## src/rtl/alu_op_decoder.sv

```systemverilog
// Purpose : RV32IM decode stage; turns one instruction into registered ALU/memory/branch controls for EX.
// Latency : 1 cycle (decode is combinational, a single register bank sits at the ID/EX boundary).
// Backpr. : STALL holds every output bit; FLUSH (wins over STALL) loads a bubble; no internal buffering.
//
// Ports:
//   CLK, RESET_N               rising-edge clock, async active-low reset (outputs -> bubble)
//   INSTRUCTION, PC_IN         instruction and its PC from IF/ID
//   IF_VALID                   instruction is real; 0 captures a bubble
//   STALL, FLUSH               pipeline register hold / bubble load
//   EX_VALID .. PC_OUT         registered decode results (see field list below)
module alu_op_decoder (
    input  logic        CLK,
    input  logic        RESET_N,
    input  logic [31:0] INSTRUCTION,
    input  logic [31:0] PC_IN,
    input  logic        IF_VALID,
    input  logic        STALL,
    input  logic        FLUSH,
    output logic        EX_VALID,
    output logic [4:0]  ALU_OPCODE,
    output logic [1:0]  OP1_SEL,
    output logic        OP2_SEL,
    output logic [4:0]  RS1_ADDR,
    output logic [4:0]  RS2_ADDR,
    output logic [4:0]  RD_ADDR,
    output logic [31:0] IMM,
    output logic [2:0]  FUNCT3,
    output logic        REG_WRITE_EN,
    output logic        MEM_READ,
    output logic        MEM_WRITE,
    output logic        BRANCH,
    output logic        JUMP,
    output logic        ILLEGAL,
    output logic [31:0] PC_OUT
);

    typedef struct packed {
        logic        ex_valid;
        logic [4:0]  alu_opcode;
        logic [1:0]  op1_sel;
        logic        op2_sel;
        logic [4:0]  rs1_addr;
        logic [4:0]  rs2_addr;
        logic [4:0]  rd_addr;
        logic [31:0] imm;
        logic [2:0]  funct3;
        logic        reg_write_en;
        logic        mem_read;
        logic        mem_write;
        logic        branch;
        logic        jump;
        logic        illegal;
        logic [31:0] pc;
    } ex_t;

    localparam logic [6:0] OPC_OP     = 7'b0110011;
    localparam logic [6:0] OPC_OP_IMM = 7'b0010011;
    localparam logic [6:0] OPC_LOAD   = 7'b0000011;
    localparam logic [6:0] OPC_STORE  = 7'b0100011;
    localparam logic [6:0] OPC_BRANCH = 7'b1100011;
    localparam logic [6:0] OPC_JAL    = 7'b1101111;
    localparam logic [6:0] OPC_JALR   = 7'b1100111;
    localparam logic [6:0] OPC_LUI    = 7'b0110111;
    localparam logic [6:0] OPC_AUIPC  = 7'b0010111;

    localparam logic [4:0] ALU_ADD  = 5'd0;
    localparam logic [4:0] ALU_SUB  = 5'd1;
    localparam logic [4:0] ALU_SLL  = 5'd2;
    localparam logic [4:0] ALU_SRL  = 5'd3;
    localparam logic [4:0] ALU_SRA  = 5'd4;
    localparam logic [4:0] ALU_SLT  = 5'd5;
    localparam logic [4:0] ALU_SLTU = 5'd6;
    localparam logic [4:0] ALU_AND  = 5'd7;
    localparam logic [4:0] ALU_OR   = 5'd8;
    localparam logic [4:0] ALU_XOR  = 5'd9;
    localparam logic [4:0] ALU_MUL  = 5'd10;

    localparam logic [1:0] OP1_RS1  = 2'd0;
    localparam logic [1:0] OP1_PC   = 2'd1;
    localparam logic [1:0] OP1_ZERO = 2'd2;

    // Base-ISA funct3 -> ALU op (shared by R-type f7=0 and I-ALU).
    function automatic logic [4:0] base_op(input logic [2:0] f3);
        case (f3)
            3'd0:    base_op = ALU_ADD;
            3'd1:    base_op = ALU_SLL;
            3'd2:    base_op = ALU_SLT;
            3'd3:    base_op = ALU_SLTU;
            3'd4:    base_op = ALU_XOR;
            3'd5:    base_op = ALU_SRL;
            3'd6:    base_op = ALU_OR;
            default: base_op = ALU_AND;
        endcase
    endfunction

    logic [6:0]  opc;
    logic [2:0]  f3;
    logic [6:0]  f7;
    logic [31:0] imm_i, imm_s, imm_b, imm_j, imm_u, imm_sh;
    logic        legal;
    ex_t         dec_dat;
    ex_t         nxt_dat;
    ex_t         ex_q;

    assign opc    = INSTRUCTION[6:0];
    assign f3     = INSTRUCTION[14:12];
    assign f7     = INSTRUCTION[31:25];
    assign imm_i  = {{20{INSTRUCTION[31]}}, INSTRUCTION[31:20]};
    assign imm_s  = {{20{INSTRUCTION[31]}}, INSTRUCTION[31:25], INSTRUCTION[11:7]};
    assign imm_b  = {{20{INSTRUCTION[31]}}, INSTRUCTION[7], INSTRUCTION[30:25],
                     INSTRUCTION[11:8], 1'b0};
    assign imm_j  = {{12{INSTRUCTION[31]}}, INSTRUCTION[19:12], INSTRUCTION[20],
                     INSTRUCTION[30:21], 1'b0};
    assign imm_u  = {INSTRUCTION[31:12], 12'b0};
    // Shift-immediates carry only the shamt; the funct7 bits are opcode, not operand.
    assign imm_sh = {27'b0, INSTRUCTION[24:20]};

    always_comb begin
        dec_dat          = '0;
        legal            = 1'b1;
        dec_dat.ex_valid = 1'b1;
        dec_dat.funct3   = f3;
        dec_dat.pc       = PC_IN;
        // Unused register fields stay 0 so forwarding never matches on them.
        case (opc)
            OPC_OP: begin
                dec_dat.rs1_addr     = INSTRUCTION[19:15];
                dec_dat.rs2_addr     = INSTRUCTION[24:20];
                dec_dat.rd_addr      = INSTRUCTION[11:7];
                dec_dat.reg_write_en = 1'b1;
                case (f7)
                    7'b0000000: dec_dat.alu_opcode = base_op(f3);
                    7'b0100000: begin
                        if (f3 == 3'd0)      dec_dat.alu_opcode = ALU_SUB;
                        else if (f3 == 3'd5) dec_dat.alu_opcode = ALU_SRA;
                        else                 legal = 1'b0;
                    end
                    // MUL..REMU are contiguous in funct3 order.
                    7'b0000001: dec_dat.alu_opcode = ALU_MUL + {2'b00, f3};
                    default:    legal = 1'b0;
                endcase
            end
            OPC_OP_IMM: begin
                dec_dat.rs1_addr     = INSTRUCTION[19:15];
                dec_dat.rd_addr      = INSTRUCTION[11:7];
                dec_dat.op2_sel      = 1'b1;
                dec_dat.reg_write_en = 1'b1;
                dec_dat.imm          = imm_i;
                dec_dat.alu_opcode   = base_op(f3);
                if (f3 == 3'd1) begin
                    dec_dat.imm = imm_sh;
                    if (f7 != 7'b0000000) legal = 1'b0;
                end else if (f3 == 3'd5) begin
                    dec_dat.imm = imm_sh;
                    if (f7 == 7'b0100000)      dec_dat.alu_opcode = ALU_SRA;
                    else if (f7 != 7'b0000000) legal = 1'b0;
                end
            end
            OPC_LOAD: begin
                dec_dat.rs1_addr     = INSTRUCTION[19:15];
                dec_dat.rd_addr      = INSTRUCTION[11:7];
                dec_dat.op2_sel      = 1'b1;
                dec_dat.imm          = imm_i;
                dec_dat.mem_read     = 1'b1;
                dec_dat.reg_write_en = 1'b1;
                if (f3 == 3'd3 || f3 == 3'd6 || f3 == 3'd7) legal = 1'b0;
            end
            OPC_STORE: begin
                dec_dat.rs1_addr  = INSTRUCTION[19:15];
                dec_dat.rs2_addr  = INSTRUCTION[24:20];
                dec_dat.op2_sel   = 1'b1;
                dec_dat.imm       = imm_s;
                dec_dat.mem_write = 1'b1;
                if (f3 > 3'd2) legal = 1'b0;
            end
            OPC_BRANCH: begin
                // ALU computes the target; the comparison uses rs1/rs2 elsewhere.
                dec_dat.rs1_addr = INSTRUCTION[19:15];
                dec_dat.rs2_addr = INSTRUCTION[24:20];
                dec_dat.op1_sel  = OP1_PC;
                dec_dat.op2_sel  = 1'b1;
                dec_dat.imm      = imm_b;
                dec_dat.branch   = 1'b1;
                if (f3 == 3'd2 || f3 == 3'd3) legal = 1'b0;
            end
            OPC_JAL: begin
                dec_dat.rd_addr      = INSTRUCTION[11:7];
                dec_dat.op1_sel      = OP1_PC;
                dec_dat.op2_sel      = 1'b1;
                dec_dat.imm          = imm_j;
                dec_dat.jump         = 1'b1;
                dec_dat.reg_write_en = 1'b1;
            end
            OPC_JALR: begin
                dec_dat.rs1_addr     = INSTRUCTION[19:15];
                dec_dat.rd_addr      = INSTRUCTION[11:7];
                dec_dat.op2_sel      = 1'b1;
                dec_dat.imm          = imm_i;
                dec_dat.jump         = 1'b1;
                dec_dat.reg_write_en = 1'b1;
                if (f3 != 3'd0) legal = 1'b0;
            end
            OPC_LUI: begin
                dec_dat.rd_addr      = INSTRUCTION[11:7];
                dec_dat.op1_sel      = OP1_ZERO;
                dec_dat.op2_sel      = 1'b1;
                dec_dat.imm          = imm_u;
                dec_dat.reg_write_en = 1'b1;
            end
            OPC_AUIPC: begin
                dec_dat.rd_addr      = INSTRUCTION[11:7];
                dec_dat.op1_sel      = OP1_PC;
                dec_dat.op2_sel      = 1'b1;
                dec_dat.imm          = imm_u;
                dec_dat.reg_write_en = 1'b1;
            end
            default: legal = 1'b0;
        endcase
    end

    // Illegal instructions travel as a flagged bubble so no enable can leak out.
    always_comb begin
        nxt_dat = '0;
        if (IF_VALID) begin
            if (legal) begin
                nxt_dat = dec_dat;
            end else begin
                nxt_dat.ex_valid = 1'b1;
                nxt_dat.illegal  = 1'b1;
            end
        end
    end

    always_ff @(posedge CLK or negedge RESET_N) begin
        if (!RESET_N) begin
            ex_q <= '0;
        end else if (FLUSH) begin
            ex_q <= '0;
        end else if (!STALL) begin
            ex_q <= nxt_dat;
        end
    end

    assign EX_VALID     = ex_q.ex_valid;
    assign ALU_OPCODE   = ex_q.alu_opcode;
    assign OP1_SEL      = ex_q.op1_sel;
    assign OP2_SEL      = ex_q.op2_sel;
    assign RS1_ADDR     = ex_q.rs1_addr;
    assign RS2_ADDR     = ex_q.rs2_addr;
    assign RD_ADDR      = ex_q.rd_addr;
    assign IMM          = ex_q.imm;
    assign FUNCT3       = ex_q.funct3;
    assign REG_WRITE_EN = ex_q.reg_write_en;
    assign MEM_READ     = ex_q.mem_read;
    assign MEM_WRITE    = ex_q.mem_write;
    assign BRANCH       = ex_q.branch;
    assign JUMP         = ex_q.jump;
    assign ILLEGAL      = ex_q.illegal;
    assign PC_OUT       = ex_q.pc;

endmodule
```

## config.mk

```make
export PLATFORM = sky130hd
export DESIGN_NAME = alu_op_decoder
export DESIGN_NICKNAME = d
export VERILOG_FILES = /design/src/rtl/alu_op_decoder.sv
export SDC_FILE = /design/constraint.sdc
export NUM_CORES = 1
export LEC_CHECK = 0
export ABC_CLOCK_PERIOD_IN_PS = 1900
export BUFFER_PORTS_ARGS = -buffer_cell sky130_fd_sc_hd__buf_2
export CAP_MARGIN = 20
export CORE_ASPECT_RATIO = 0.8
export CORE_MARGIN = 2
export CORE_UTILIZATION = 31
export DETAILED_ROUTE_END_ITERATION = 7
export MAX_ROUTING_LAYER = met4
export PLACE_DENSITY = 0.6
export REMOVE_ABC_BUFFERS = 1
export SYNTH_ARGS = -nofsm -noshare
export SYNTH_HDL_FRONTEND = slang
export SYNTH_SLANG_ARGS = --single-unit
```

## constraint.sdc

```tcl
create_clock -name CLK -period 1.9 [get_ports CLK]
set_input_delay 0.095 -clock CLK [delete_from_list [all_inputs] [get_ports CLK]]
set_output_delay 0.095 -clock CLK [all_outputs]
set_load 0.05 [all_outputs]
```

# Yosys cells after proc, flatten, opt, wreduce, memory -nomap -nowiden
# Index checks and enable logic that the tools add are counted.
# word_totals
ff_bits	97
latchBits	0
mem_bits_rw	0
romBits	0
in_bits	69
out_inout_bits	97
elab_cells	93
mem_count	0
# op_classes
n_addsub	1
multipliers	0
n_div	0
magnitude_cmp	1
eq_ne	19
n_shift	0
muxes	39
n_bitwise	0
n_reduce_logical	17
# op_table
operator	count
$mux W97	3
$pmux W32 S6	1
$mux W32	3
$mux W63	1
$mux W5	7
$eq A7 B6 Y1 const B	4
$pmux W4 S7	1
$eq A7 B7 Y1 const B	3
$mux W1	17
$pmux W5 S3	1
$eq A7 B5 Y1 const B	2
$eq A3 B3 Y1 const B	4
$pmux W5 S2	1
$reduce_or A3 Y1	3
$reduce_or A2 Y1	4
$reduce_or A8 Y1	1
$eq A7 B1 Y1 const B	1
$eq A7 B2 Y1 const B	1
$logic_not A7 Y1	1
$pmux W1 S7	1
$reduce_bool A7 Y1	1
$reduce_or A7 Y1	1
$eq A3 B2 Y1 const B	2
$reduce_or A6 Y1	1
other kinds (10)	12

# Depth between registers and ports, before layout
# Gate-level depths: netlist of the first run.
# logic_depth
word_depth	10
ltp_mapped	8
depth_no_buf	7

# Least setup slack after synthesis of the first run
# Ideal clock, no wire load.
# synth_timing
path_kind	input port to flip-flop
from	input INSTRUCTION[5]
to	register ex_q (netlist bit PC_OUT[1])
setup_ns	0.129
t_arrival_ns	1.781
required_time_ns	1.771
setup_slack_ns	-0.010
cell_stages	7
path_buffers	2
cell_sequence	buf_2 or4b_2 o2111ai_1 a32o_1 a2111oi_4 clkbuf_2 o21ai_0
# synth_between
elab_chain_len	7
word_cells_on_any_way	15
cone_classes	eq/ne: 9; mux: 5; reduce/logical: 1
# synth_rtl
element	line	text
start: declaration	14	input logic [31:0] INSTRUCTION,
$eq A7 B5 Y1, or another cell as far along	125	case (opc)
$reduce_or A3 Y1 (no source line)	n/a	
$pmux W1 S7 *	125	
$mux W32 *	225	if (legal) begin
$mux W97 *	224	if (IF_VALID) begin
$mux W97 *	239	end else if (!STALL) begin
$mux W97 *	237	end else if (FLUSH) begin
end signal: assignment	240	ex_q <= nxt_dat;
end: declaration	103	ex_t ex_q;
# Every way passes the cells marked *; elsewhere a longest branch is shown, timed or not. The select of a mux whose other input is x is not followed.
# A chain may end at the register's enable or synchronous reset.

# Worst setup path in the final report of the first run
# layout_timing
from	input INSTRUCTION[26]
to	register ex_q (netlist bit IMM[12])
# layout_between
elab_chain_len	10
word_cells_on_any_way	15
cone_classes	eq/ne: 2; mux: 10; reduce/logical: 3
# layout_rtl
element	line	text
$reduce_bool A7 Y1	152, 156	
$mux W1	152, 156	
$mux W1	155	if (f7 == 7'b0100000) dec_dat.alu_opcode = ALU_SRA;
$mux W1	153	end else if (f3 == 3'd5) begin
$mux W1	150	if (f3 == 3'd1) begin
$pmux W1 S7 *	125	
$mux W63 *	225	
$mux W97 *	224	
$mux W97 *	239	
$mux W97 *	237	
# Marked as above.

==> out/results.ini, run 1 <==
[global_routing]
antenna_found_initial = 1
grt_pass1_wl_mm = 23.8
grt_use_total = 0.194
grt_max_degree = 98
grt_overflow = 0
grt_pass1_vias = 4617

[synthesis]
ys_types = 46
netlist_instances = 526
synth-seq-area-share = 0.516
async_reset_ff_frac = 1.00
ys.flop_type = dfrtp_1
syn_area_per_cell_um2 = 8.94
synth_warnings = 0
yosys_register_bits = 97
syn_area_um2 = 4700
synth-edff-count = 0

[flow_run]
maxCapViolations = 0

[detailed_routing]
first_pass_iters = 4
route.detailed.drc = 0
viasPerCell = 5.12
ant_nets = 0
initialDrtViolationCount = 227
drt-total-wl_mm = 15.3
wl_per_cell_um = 16.3
vias = 4788

[clock_tree]
clock_path_buffers = 2
cts_setup_buffers = 0
root_buffer = clkbuf_16
cts_buffers = 9
clk_pin_slew_ns = 0.07
tritoncts = built
cts_num_sinks = 97
clock_latency_ns = 0.36
h-tree-depth = 3

[sta]
fin_skew_ns = 0
setup_viol = 0
hold_violations = 0
max_freq_mhz = 572
holdWs_ns = 0.0134
rsz0062_at_grt = false
finalCritPeriodShare = 0.920
slew_headroom = 0.608
maxSlewViolCount = 0
min_period_ns = 1.75
worst_pin_slew_ns = 0.587

[power_and_ir_drop]
irDropWorstVdd_uv = 357
power_uw = 4420
power_leakage_uw = 0.00320
powerDensity_nw_per_um2 = 662

[worst_setup_path]
cp-start-kind = input pin
endpoint = IMM[12]
crit_start = INSTRUCTION[26]
critical_path_class = input pin to flop
r2r_slack_ns = 1.17
path_max_fanout = 38
cp.buffers_inverters = 2
critPathTopFamily = compound AO/OA/AOI/OAI gates
worst_path_largest_cell_delay_ns = 0.64
end_kind = flop
cp_cell_sequence = buf_2 > or4_1 > a211oi_1 > a32o_2 > a2111oi_4 > buf_12 > o31ai_1
cp.depth = 7
cpMaxStageDelayCell = or4_1
reg2reg_depth = 1
arrival_ns = 2.00
r2r-end = ALU_OPCODE[3]
r2r_start = ALU_OPCODE[3]
crit_required_ns = 2.15

[outcome]
status = complete, no violations

[place]
hpwlAfterDp_mm = 10.7
dpl_cell_area_um2 = 6020
place_congestion = 0.914
dp.cells = 884
portBuffers = 165

[die]
initial_utilization = 0.315
core-area_um2 = 14900
io_pins = 166
rows = 40
die_y_um = 114
die-area_um2 = 16200
die_w_um = 142

[cells_and_area]
layout_common_cells = buf_2 (164), nand2_1 (142), dfrtp_1 (97), o21ai_0 (70), buf_4 (49)
fin_cells = 936
syn_to_final_growth_pct = 42.0
fill_cells = 1477
layout_commonest_cell = buf_2
drive_gt1_frac = 0.323
nets = 814
fin_area_um2 = 6680

[worst_hold_path]
hold_class = input pin to flop

==> worst min path at each step <==
stage	slack, ns	cells after the start	start	to
final	0.01	3	PC_IN[26]	PC_OUT[26]
after global routing	0.02	3	PC_IN[26]	PC_OUT[26]
after CTS	0.006	3	PC_IN[26]	PC_OUT[26]
after detailed placement	0.1	1	RESET_N	PC_OUT[0]
after global placement	0.09	1	RESET_N	PC_OUT[0]
after floorplan	-0.20	0	RESET_N	ALU_OPCODE[0]
==> sequential cells by signal, indices dropped and copies added (netlist names), 2 cells and up <==
signal	cells
RD_ADDR	5
RS1_ADDR	5
ALU_OPCODE	5
PC_OUT	32
IMM	32
RS2_ADDR	5
FUNCT3	3
OP1_SEL	2
==> routing by layer <==
metal	share of wire	track usage	up-vias
li1	-	-	2296
met2	0.46	0.298	176
met4	0.017	0.0667	0
met3	0.064	0.0452	23
met1	0.46	0.253	2293
met5	0	-	-
==> metrics by stage <==
step,setup slack (ns),TNS (ns),util
detailed placement,-0.266,-17.87,0.404
CTS,0.0969,0,0.448
global placement,-0.144,-11.52,0.404
global route,0.0125,0,0.448
floorplan,-2.65,-204.29,-
finish,0.151,0,0.448
==> layout make-up <==
type / count / area, um^2 / area share
well taps: 189 / 236 / 0.0354
diodes: 1 / 2.50 / 0.000375
flip-flops and latches: 97 / 2430 / 0.363
clock buffers: 12 / 267 / 0.0399
inverters: 4 / 15.0 / 0.00225
multi-input cells: 376 / 2060 / 0.308
clock inverters: 4 / 33.8 / 0.00506
repair buffers: 253 / 1640 / 0.245
==> power by group <==
part	leakage, uW	total (uW)	internal [uW]	switching [uW]
Sequential	0.00135	2070	2070	3.01
Clock	0.000139	1830	1000	821
Combinational	0.00171	523	216	307
Total	0.00320	4420	3290	1130
==> what timing repair did <==
item | 4_1_cts | 5_1_grt
setup endpoints to repair | 0 | 6
hold buffers | 35 | 0
gates resized for setup | 0 | 1
endpoints found under the hold margin | 69 | 0
==> Yosys cell counts, types with 2 or more instances <==
master	number	share of area
o22ai_1	2	0.0027
nor2b_1	3	0.0040
o21ai_0	70	0.074
a22oi_1	16	0.026
o21ai_1	8	0.0085
nand2_1	142	0.11
nor3_1	4	0.0043
buf_2	6	0.0064
nor3b_1	5	0.0080
clkbuf_1	33	0.026
a211oi_1	4	0.0064
a21oi_1	11	0.012
nand3_1	11	0.012
nand3b_1	8	0.013
ha_1	4	0.011
or4_1	2	0.0032
dfrtp_1	97	0.52
a32oi_1	2	0.0037
nor4_1	3	0.0040
and3b_1	2	0.0037
buf_6	3	0.0072
a22o_1	2	0.0037
nor2_1	9	0.0072
a21o_1	3	0.0048
a32o_1	2	0.0043
and2_1	2	0.0027
nand4_1	12	0.016
clkbuf_2	6	0.0064
o21a_1	3	0.0048
o41ai_1	3	0.0056
inv_1	4	0.0032
o31ai_1	30	0.048
==> tightest hold or removal path: stages <==
cell and delay [ns]:
buf_2 0.10, nand2_1 0.04, o21ai_0 0.08
==> cells by family after synthesis <==
group           after synthesis  share of synthesized area
flops                        97                      0.516
buf+inv                      53                     0.0503
compound gates              162                      0.219
simple gates                208                      0.200
fa+ha+maj                     4                     0.0106
mux                           2                    0.00452
Note: power is estimated with default switching activity, not from simulation.
==> run 2: changes to the inputs <==
Settings changed: CORE_ASPECT_RATIO 0.8 to 1.75, CTS_BUF_LIST set to sky130_fd_sc_hd__clkbuf_8.
==> out/results.ini, run 2 (synthesis gave the netlist of run 1 again) <==
[detailed_routing]
route.detailed.drc = 0  ; unchanged
wl_met1_mm = 6.01  ; -15%
drt-total-wl_mm = 15.6  ; +2.1%
ant_nets = 0  ; unchanged
wl_met2_mm = 8.45  ; +21%
wl_per_cell_um = 16.5  ; +1.3%
initialDrtViolationCount = 342  ; +51%
wl_met3_um = 706  ; -27%
first_pass_iters = 5  ; +1
vias = 4884  ; +2.0%
top_layer_used = met4
viasPerCell = 5.17  ; +1.1%

[worst_setup_path]
path_max_fanout = 30  ; -21%
cp-start-kind = input pin
end_kind = flop
arrival_ns = 1.98  ; -0.02 ns
r2r_start = ALU_OPCODE[3]
critical_path_class = input pin to flop
r2r-end = ALU_OPCODE[3]
r2r_slack_ns = 1.18  ; about the same
endpoint = IMM[16]
reg2reg_depth = 1  ; unchanged
crit_required_ns = 2.15  ; about the same
crit_start = INSTRUCTION[26]

[clock_tree]
clock_latency_ns = 0.35  ; about the same
clock_path_buffers = 2  ; unchanged
clk_pin_slew_ns = 0.10  ; +0.03 ns
cts_resized = 0  ; unchanged
hold_buffers = 42  ; +20%
tritoncts = built
h-tree-depth = 3  ; unchanged
cts_setup_buffers = 0  ; unchanged
cts_num_sinks = 97  ; unchanged
cts_buffers = 9  ; unchanged
root_buffer = clkbuf_8

[cells_and_area]
seq_area_um2 = 2430  ; unchanged
drive_gt1_frac = 0.323  ; about the same
layout_commonest_cell = buf_2
fin_area_um2 = 6690  ; +0.22%
diodes = 0  ; -1
multi_input_area_um2 = 2060  ; about the same
fill_cells = 1434  ; -2.9%
nets = 829  ; +1.8%
layout_common_cells = buf_2 (164), nand2_1 (142), dfrtp_1 (97), o21ai_0 (70), buf_4 (56)
syn_to_final_growth_pct = 42.3

[flow_run]
maxCapViolations = 0  ; unchanged

[global_routing]
grt_overflow = 0  ; unchanged
antenna_found_initial = 0  ; -1
grt_use_total = 0.199  ; +0.00470
grt_pass1_vias = 5055  ; +9.5%
grt_max_degree = 98  ; unchanged
grt_pass1_wl_mm = 25.5  ; +6.9%

[place]
portBuffers = 165  ; unchanged
dpl_cell_area_um2 = 6090  ; +1.1%
place_congestion = 0.913  ; -0.15%
hpwlAfterDp_mm = 11.2  ; +3.9%

[die]
io_pins = 166  ; unchanged
initial_utilization = 0.317  ; +0.00162
die-area_um2 = 16200  ; +0.20%
die_y_um = 167  ; +46%
die_w_um = 97.1  ; -31%
rows = 59  ; +48%
core-area_um2 = 14800  ; -0.51%

[sta]
max_freq_mhz = 578  ; +1.0%
slew_headroom = 0.538  ; -0.0704
min_period_ns = 1.73  ; -0.0175 ns
holdWs_ns = 0.0275  ; +0.0141 ns
maxSlewViolCount = 0  ; unchanged
setup_viol = 0  ; unchanged
finalCritPeriodShare = 0.911  ; -0.00923
worst_pin_slew_ns = 0.687  ; +0.0993 ns
hold_violations = 0  ; unchanged
fin_skew_ns = 0  ; unchanged
rsz0062_at_grt = false

[outcome]
status = complete, no violations

[power_and_ir_drop]
powerDensity_nw_per_um2 = 581  ; -12%
power_uw = 3890  ; -12%
power_leakage_uw = 0.00323  ; +0.91%
irDropWorstVdd_uv = 298  ; -16%

[worst_hold_path]
hold_class = input pin to flop

## run 2: cell count changes in the layout (fill, tap and decap cells not counted)
| cell | change |
|---|---|
| buf_4 | +7 |
| diode_2 | -1 |
| clkinv_4 | +2 |
| clkbuf_16 | -9 |
| inv_1 | +2 |
| buf_12 | +1 |
| a32o_2 | -1 |
| inv_8 | -1 |
| dlygate4sd3_1 | +7 |
| a32o_1 | +1 |
| clkinvlp_4 | -2 |
| clkbuf_8 | +8 |
## run 2: metal layers
layer,vias up,global-route usage
met4,0,0.0888
li1,2319,-
met1,2343,0.224
met5,-,-
met3,41,0.0336
met2,181,0.343
## run 2: how the worst min path moves through the flow
| stage | start | endpoint | slack [ns] | depth (start not counted) |
|---|---|---|---|---|
| finish | INSTRUCTION[31] | IMM[31] | 0.03 | 3 |
| CTS | INSTRUCTION[31] | IMM[31] | 0.005 | 3 |
| detailed placement | RESET_N | EX_VALID | 0.08 | 1 |
| global route | INSTRUCTION[22] | RS2_ADDR[2] | 0.02 | 3 |
| global placement | RESET_N | EX_VALID | 0.07 | 1 |
| floorplan | RESET_N | ALU_OPCODE[0] | -0.20 | 0 |
## run 2: metrics by stage
step,setup slack (ns),cells,setup TNS (ns),util
finish,0.169,944,0,0.451
global route,0.0389,944,0,0.451
CTS,0.193,944,0,0.451
detailed placement,-0.200,886,-10.03,0.410
global placement,-0.126,886,-8.75,0.410
floorplan,-2.65,477,-204.29,-
## run 2: layout make-up
class | instances | area share
well taps | 183 | 0.0342
clock inverters | 5 | 0.00486
clock buffers | 11 | 0.0226
multi-input cells | 376 | 0.307
repair buffers | 268 | 0.266
inverters | 4 | 0.00224
flip-flops and latches | 97 | 0.363
## run 2: worst max-delay path: stages
cell	delay (ns)
buf_2	0.10
or4_1	0.61
a211oi_1	0.26
a32o_1	0.28
a2111oi_4	0.14
buf_12	0.21
o31ai_1	0.27
## run 2: report_power, final
group          internal [uW]  switching [uW]
sequential              2070            3.11
combinational            234             314
clock                    544             723
